==> config.mk <==
export PLATFORM = sky130hd
export DESIGN_NAME = bram_port_arbiter
export DESIGN_NICKNAME = d
export VERILOG_FILES = /design/src/rtl/bram_port_arbiter.sv
export SDC_FILE = /design/constraint.sdc
export NUM_CORES = 1
export LEC_CHECK = 0
export ABC_AREA = 1
export BUFFER_PORTS_ARGS = -buffer_cell sky130_fd_sc_hd__buf_2
export CORE_ASPECT_RATIO = 1.1
export CORE_MARGIN = 2
export CORE_UTILIZATION = 35
export DETAILED_ROUTE_END_ITERATION = 8
export GPL_TIMING_DRIVEN = 0
export PLACE_DENSITY = 0.67
export SYNTH_ARGS = -nofsm -noshare
export SYNTH_HDL_FRONTEND = slang
export SYNTH_SLANG_ARGS = --single-unit
==> constraint.sdc <==
create_clock -name clk -period 1.7 [get_ports clk]
set_input_delay 0.255 -clock clk [delete_from_list [all_inputs] [get_ports clk]]
set_output_delay 0.255 -clock clk [all_outputs]
set_load 0.05 [all_outputs]
==> src/rtl/bram_port_arbiter.sv <==
// Two-requester arbiter in front of one synchronous-read BRAM port.
// Define ARB_ROUND_ROBIN_EN for alternating tie-break; default is fixed priority to req0.
module bram_port_arbiter #(
    parameter int WIDTH      = 16,
    parameter int ADDR_WIDTH = 10
) (
    input  logic                  clk,
    input  logic                  reset,
    input  logic                  req0,
    input  logic [ADDR_WIDTH-1:0] addr0,
    input  logic                  we0,
    input  logic [WIDTH-1:0]      wdata0,
    output logic                  ack0,
    output logic [WIDTH-1:0]      rdata0,
    input  logic                  req1,
    input  logic [ADDR_WIDTH-1:0] addr1,
    input  logic                  we1,
    input  logic [WIDTH-1:0]      wdata1,
    output logic                  ack1,
    output logic [WIDTH-1:0]      rdata1,
    output logic [ADDR_WIDTH-1:0] mem_addr,
    output logic                  mem_we,
    output logic [WIDTH-1:0]      mem_wdata,
    input  logic [WIDTH-1:0]      mem_rdata,
    output logic [1:0]            gnt
);

    typedef enum logic [1:0] {
        S_IDLE,
        S_ISSUE,
        S_CAPTURE,
        S_DONE
    } state_t;

    state_t                r_state;
    state_t                w_state_nxt;
    logic                  r_owner;
    logic                  w_owner_nxt;
    logic                  r_last;
    logic                  w_last_nxt;
    logic                  r_is_wr;
    logic                  w_is_wr_nxt;
    logic                  r_ack0;
    logic                  w_ack0_nxt;
    logic                  r_ack1;
    logic                  w_ack1_nxt;
    logic [WIDTH-1:0]      r_rdata0;
    logic [WIDTH-1:0]      w_rdata0_nxt;
    logic [WIDTH-1:0]      r_rdata1;
    logic [WIDTH-1:0]      w_rdata1_nxt;
    logic [ADDR_WIDTH-1:0] r_mem_addr;
    logic [ADDR_WIDTH-1:0] w_mem_addr_nxt;
    logic                  r_mem_we;
    logic                  w_mem_we_nxt;
    logic [WIDTH-1:0]      r_mem_wdata;
    logic [WIDTH-1:0]      w_mem_wdata_nxt;
    logic [1:0]            r_gnt;
    logic [1:0]            w_gnt_nxt;
    logic                  w_win;

`ifdef ARB_ROUND_ROBIN_EN
    assign w_win = (req0 && req1) ? ~r_last : req1;
`else
    // r_last only reaches w_win when req0 is low, where req1 already decides
    assign w_win = req0 ? 1'b0 : (req1 | r_last);
`endif

    always_comb begin
        w_state_nxt     = r_state;
        w_owner_nxt     = r_owner;
        w_last_nxt      = r_last;
        w_is_wr_nxt     = r_is_wr;
        w_ack0_nxt      = r_ack0;
        w_ack1_nxt      = r_ack1;
        w_rdata0_nxt    = r_rdata0;
        w_rdata1_nxt    = r_rdata1;
        w_mem_addr_nxt  = r_mem_addr;
        w_mem_we_nxt    = r_mem_we;
        w_mem_wdata_nxt = r_mem_wdata;
        w_gnt_nxt       = r_gnt;
        case (r_state)
            S_IDLE: begin
                w_mem_we_nxt = 1'b0;
                if (req0 || req1) begin
                    w_state_nxt     = S_ISSUE;
                    w_owner_nxt     = w_win;
                    w_is_wr_nxt     = w_win ? we1 : we0;
                    w_mem_addr_nxt  = w_win ? addr1 : addr0;
                    w_mem_we_nxt    = w_win ? we1 : we0;
                    w_mem_wdata_nxt = w_win ? wdata1 : wdata0;
                    w_gnt_nxt       = w_win ? 2'b10 : 2'b01;
                end
            end
            S_ISSUE: begin
                w_state_nxt  = S_CAPTURE;
                w_mem_we_nxt = 1'b0;
            end
            S_CAPTURE: begin
                w_state_nxt = S_DONE;
                if (r_owner) begin
                    w_ack1_nxt = 1'b1;
                    if (!r_is_wr)
                        w_rdata1_nxt = mem_rdata;
                end else begin
                    w_ack0_nxt = 1'b1;
                    if (!r_is_wr)
                        w_rdata0_nxt = mem_rdata;
                end
            end
            S_DONE: begin
                w_state_nxt = S_IDLE;
                w_ack0_nxt  = 1'b0;
                w_ack1_nxt  = 1'b0;
                w_gnt_nxt   = 2'b00;
                w_last_nxt  = r_owner;
            end
            default: w_state_nxt = S_IDLE;
        endcase
    end

    always_ff @(posedge clk) begin
        if (reset) begin
            r_state     <= S_IDLE;
            r_owner     <= 1'b0;
            r_last      <= 1'b1;
            r_is_wr     <= 1'b0;
            r_ack0      <= 1'b0;
            r_ack1      <= 1'b0;
            r_rdata0    <= '0;
            r_rdata1    <= '0;
            r_mem_addr  <= '0;
            r_mem_we    <= 1'b0;
            r_mem_wdata <= '0;
            r_gnt       <= 2'b00;
        end else begin
            r_state     <= w_state_nxt;
            r_owner     <= w_owner_nxt;
            r_last      <= w_last_nxt;
            r_is_wr     <= w_is_wr_nxt;
            r_ack0      <= w_ack0_nxt;
            r_ack1      <= w_ack1_nxt;
            r_rdata0    <= w_rdata0_nxt;
            r_rdata1    <= w_rdata1_nxt;
            r_mem_addr  <= w_mem_addr_nxt;
            r_mem_we    <= w_mem_we_nxt;
            r_mem_wdata <= w_mem_wdata_nxt;
            r_gnt       <= w_gnt_nxt;
        end
    end

    assign ack0      = r_ack0;
    assign ack1      = r_ack1;
    assign rdata0    = r_rdata0;
    assign rdata1    = r_rdata1;
    assign mem_addr  = r_mem_addr;
    assign mem_we    = r_mem_we;
    assign mem_wdata = r_mem_wdata;
    assign gnt       = r_gnt;

endmodule

After elaboration in Yosys (flattened, before gate mapping). Cells that the tools add are included.

Equality and inequality tests: 6. Muxes and demuxes: 15. Bitwise operators: 3. Reductions and logical operators: 11.

Operators with widths (number): 16-bit 2-to-1 mux (1); 10-bit 2-to-1 mux (1); 2-bit case mux with 4 select lines (1); 2-bit AND reduction (4); 2-bit 2-to-1 mux (3); 2-bit != test, second input constant (3); 1-bit case mux with 2 select lines (3); 3-bit AND reduction (2); 2-bit nonzero test (3); 1-bit 2-to-1 mux (5); 2-bit == test, second input constant (2); 2-bit case mux with 2 select lines (1); 2-bit by 1-bit == test with 1-bit output, second input constant (1); 2-bit zero test (1); 1-bit NOT (2); 1-bit logical OR (1); 1-bit bitwise OR (1).

Bits in registers: 68. Input port bits: 74. Output and inout bits: 63. Logic and storage cells: 47.

Logic depth before layout (Yosys ltp).
Depth after elaboration: 5. Mapped depth: 8.

Worst setup path after synthesis. Ideal clock, no wire load.

Kind: register to register. Start: register r_state[0]. End: register r_rdata0[10], in the netlist rdata0[10]. Setup time: 0.116 ns. Arrival: 1.206 ns. Data required time: 1.584 ns. Slack: 0.378 ns. Stages on the path, launching flop included: 9. Clock period less this slack: 1.322 ns. Path through: dfxtp_1 -> inv_1 -> ha_1 -> nand2_2 -> nor2_4 -> inv_2 -> buf_4 -> nor2_1 -> nor2_1.

Word-level cells in the longest chain between the ends: 2.

RTL lines: from (decl) (RTL line 35) `state_t r_state;`; from (signal assigned) (RTL line 136) `r_state <= w_state_nxt;`; 2-bit == test (RTL line 81) `case (r_state)`; 3-bit AND reduction (no source line); to (signal assigned) (RTL line 142) `r_rdata0 <= w_rdata0_nxt;`; to (decl) (RTL line 47) `logic [WIDTH-1:0] r_rdata0;`.

Every way passes these cells. A chain may end at the register's enable or synchronous reset.

Worst setup path after layout.
Start: register r_state[0]. End: register r_rdata0[12], in the netlist rdata0[12].

Same word-level chain as after synthesis.

==> impl_metrics.ini <==
[detailed_routing]
drtAntennaViolNets = 0
vias = 3084
wirelength_um = 8340
post_drt_wl_per_cell_um = 12.6
dr.pass1.iters = 4
drt_iter0_drc = 115
viasPerCell = 4.65
drc_errors = 0

[critical_path]
slowest_delay_ns = 0.35
cp_top_family = simple AND/OR/NAND/NOR gates
arrival_ns = 1.79
cp_common_cell = nor2_1
critical_path_class = reg2reg
required_ns = 1.94
critPathSlowestCell = dfxtp_1
cp-start-kind = flop
end_kind = flop
cp_max_fo = 10
path_buf_inv = 3
crit_chain = inv_1, ha_1, nand2_2, nor2_4, inv_2, buf_4, nor2_1, nor2_1

[synthesis]
yosysSeqAreaShare_pct = 45.8
syn-num-nets = 480
yosys.area.top_type = dfxtp_1
synth_area_um2 = 2970
yosys-top-cells-area = dfxtp_1 46%, nor2_1 8.5%, nand2_1 8.3%
ys_ff_latch = 68
synth.distinct_cells = 23
ys_warn_count = 0
synth.avg_cell_area_um2 = 7.42
yosysTopAreaCellShare_pct = 45.8
syn_inst = 401

[pwr]
switching_share_pct = 46.1
power.share.clock_pct = 20.6
pwr-share-comb_pct = 44.9
p_sw_mw = 2.89
p_per_area_nw_per_um2 = 1570
power.internal_mw = 3.37
max-vdd-ir-drop_uv = 843
pwr-share-seq_pct = 34.5
leakagePower_nw = 2.08

[finish]
stdcell_count = 663
syn_to_final_growth_pct = 33.8
diodes = 0
finalNetCount = 626
fin_area_um2 = 3980
fillers = 878
drive_above_1_share_pct = 33.0

[timing]
finalSetupViolCount = 0
max_freq_ghz = 0.646
worst_pin_slew_ns = 0.475
fin_setup_tns_ns = 0
min_period_ns = 1.55
slew_headroom_pct = 68.4
rsz0062_at_grt = no
clock-skew-final_ns = 0.00538
period_share_pct = 91.0
worst_slack_ns = 0.152
finalMaxSlewViolations = 0
hold_viol_final = 0

[placed_design]
gp_congestion = 0.776
dp.final_hpwl_um = 6280
dp_slack_ns = 0.143
dp_cells = 647
io_buffers = 135
placed_cell_area_um2 = 3790

[global_routing]
grt_max_degree = 13
grt_usage_pct = 18.1
grt_first_pass_wirelength_um = 13600
grt_overflow = 0
grt_pass1_vias = 2944
antenna_found_initial = 0

[floorplan]
ioPinCount = 137
die_height_um = 101
rows = 35
coreArea_um2 = 8320
start_util_pct = 35.7
die_w_um = 91.9
fp.dieArea_um2 = 9250

[clock_tree]
cts.repair.resized = 0
clk_pin_slew_worst_paths_ns = 0.08
clk_latency_ns = 0.35
clock_sinks = 68
cts_hold_buf = 0
root_buffer = clkbuf_8
clk_path_buf_depth = 2
htreeDepth = 3
post_cts_buffers = 0
cts_buffers = 9
cts_tree = yes

[run_status]
status = completed

[hold_path]
hold_path.class = in2reg

[run]
drv_cap = 0
flip-flops by register name, indices dropped and copies added, names as in the netlist:
register / cells
rdata1: 16
r_owner: 1
r_is_wr: 1
mem_we: 1
gnt: 2
r_state: 2
mem_addr: 10
ack1: 1
mem_wdata: 16
ack0: 1
r_last: 1
rdata0: 16
tightest hold or removal path: cells and delay by family:
| kind | cells | cell delay [ns] |
|---|---|---|
| buffers and inverters | 1 | 0.09 |
| and+or+nand+nor | 2 | 0.12 |
cell usage in the layout, fill, tap and decap left out:
cell / netlist / layout
o21ai_0: 36 / 36
or2_2: 1 / 1
clkinv_2: 0 / 3
dfxtp_1: 68 / 68
buf_2: 10 / 145
nand4_1: 1 / 1
inv_2: 5 / 5
nand2_2: 3 / 3
nor2_4: 3 / 3
nand3_1: 27 / 27
nor2_1: 67 / 67
buf_6: 3 / 3
nand3b_1: 23 / 23
clkinvlp_4: 0 / 3
o21ai_2: 1 / 1
a211oi_1: 1 / 1
ha_1: 5 / 5
clkbuf_8: 0 / 9
clkbuf_1: 6 / 6
a21oi_1: 34 / 34
and2_1: 1 / 1
bufinv_16: 0 / 1
nor3_1: 3 / 3
inv_1: 30 / 30
o211ai_1: 2 / 2
buf_4: 5 / 5
nand2_1: 66 / 66
final cells by class:
cell class	instances	area (µm²)	area share [%]
well taps	111	139	3.49
plain buffers	24	144	3.62
clock inverters	7	67.6	1.70
multi-input cells	274	1340	33.6
flip-flops and latches	68	1360	34.2
repair buffers	135	676	17.0
inverters	35	131	3.30
clock buffers	9	124	3.11
kinds of logic (layout without fill, tap and decap cells):
| logic type | after synthesis | count (layout) | synth area share, % |
|---|---|---|---|
| AND/OR/NAND/NOR | 195 | 195 | 30.0 |
| flip-flops | 68 | 68 | 45.8 |
| AO/OA/AOI/OAI | 74 | 74 | 12.8 |
| adder cells (fa/ha/maj) | 5 | 5 | 2.10 |
| buffers and inverters | 59 | 210 | 9.26 |
synthesized netlist by cell type:
library cell and n:
nand2_1 66, o21ai_2 1, nand3b_1 23, and2_1 1, a211oi_1 1, o211ai_1 2
nor2_4 3, nand3_1 27, clkbuf_1 6, nor3_1 3, or2_2 1, inv_2 5
ha_1 5, dfxtp_1 68, nand4_1 1, buf_6 3, o21ai_0 36, buf_4 5
inv_1 30, nand2_2 3, buf_2 10, a21oi_1 34, nor2_1 67
worst paths after layout:
| path | from | end | slack (ns) | cells past startpoint |
|---|---|---|---|---|
| worst min-delay path | mem_rdata[12] | rdata1[12] | 0.15 | 3 |
| worst max register to register | r_state[0] | rdata0[12] | 0.15 | 8 |
| worst max-delay path | r_state[0] | rdata0[12] | 0.15 | 8 |
| worst min register to register | mem_wdata[11] | mem_wdata[11] | 0.46 | 2 |
routing by layer:
layer	vias up	part of all wire [%]	GRT usage, %
met3	12	9.4	6.43
met1	1371	44	21.2
met4	0	1.8	6.89
li1	1577	-	-
met5	-	0	0
met2	124	44	30.5
metrics by stage:
step	util (%)	hold slack, ns	total power, mW
2_1_floorplan	-	0.390	4.30
3_3_place_gp	45.5	0.451	4.97
3_5_place_dp	45.5	0.454	5.01
4_1_cts	47.8	0.137	6.31
5_1_grt	47.8	0.145	6.63
6_report	47.8	0.145	6.25
power by group through the flow:
stage / clock network (mW) / logic (mW) / registers [mW]
after floorplan: 0 / 1.00 / 3.30
after detailed placement: 0 / 2.83 / 2.19
after global placement: 0 / 2.80 / 2.17
after global routing: 1.38 / 3.05 / 2.20
final: 1.29 / 2.81 / 2.16
after CTS: 1.32 / 2.83 / 2.16
Note: power is estimated with default switching activity, not from simulation.
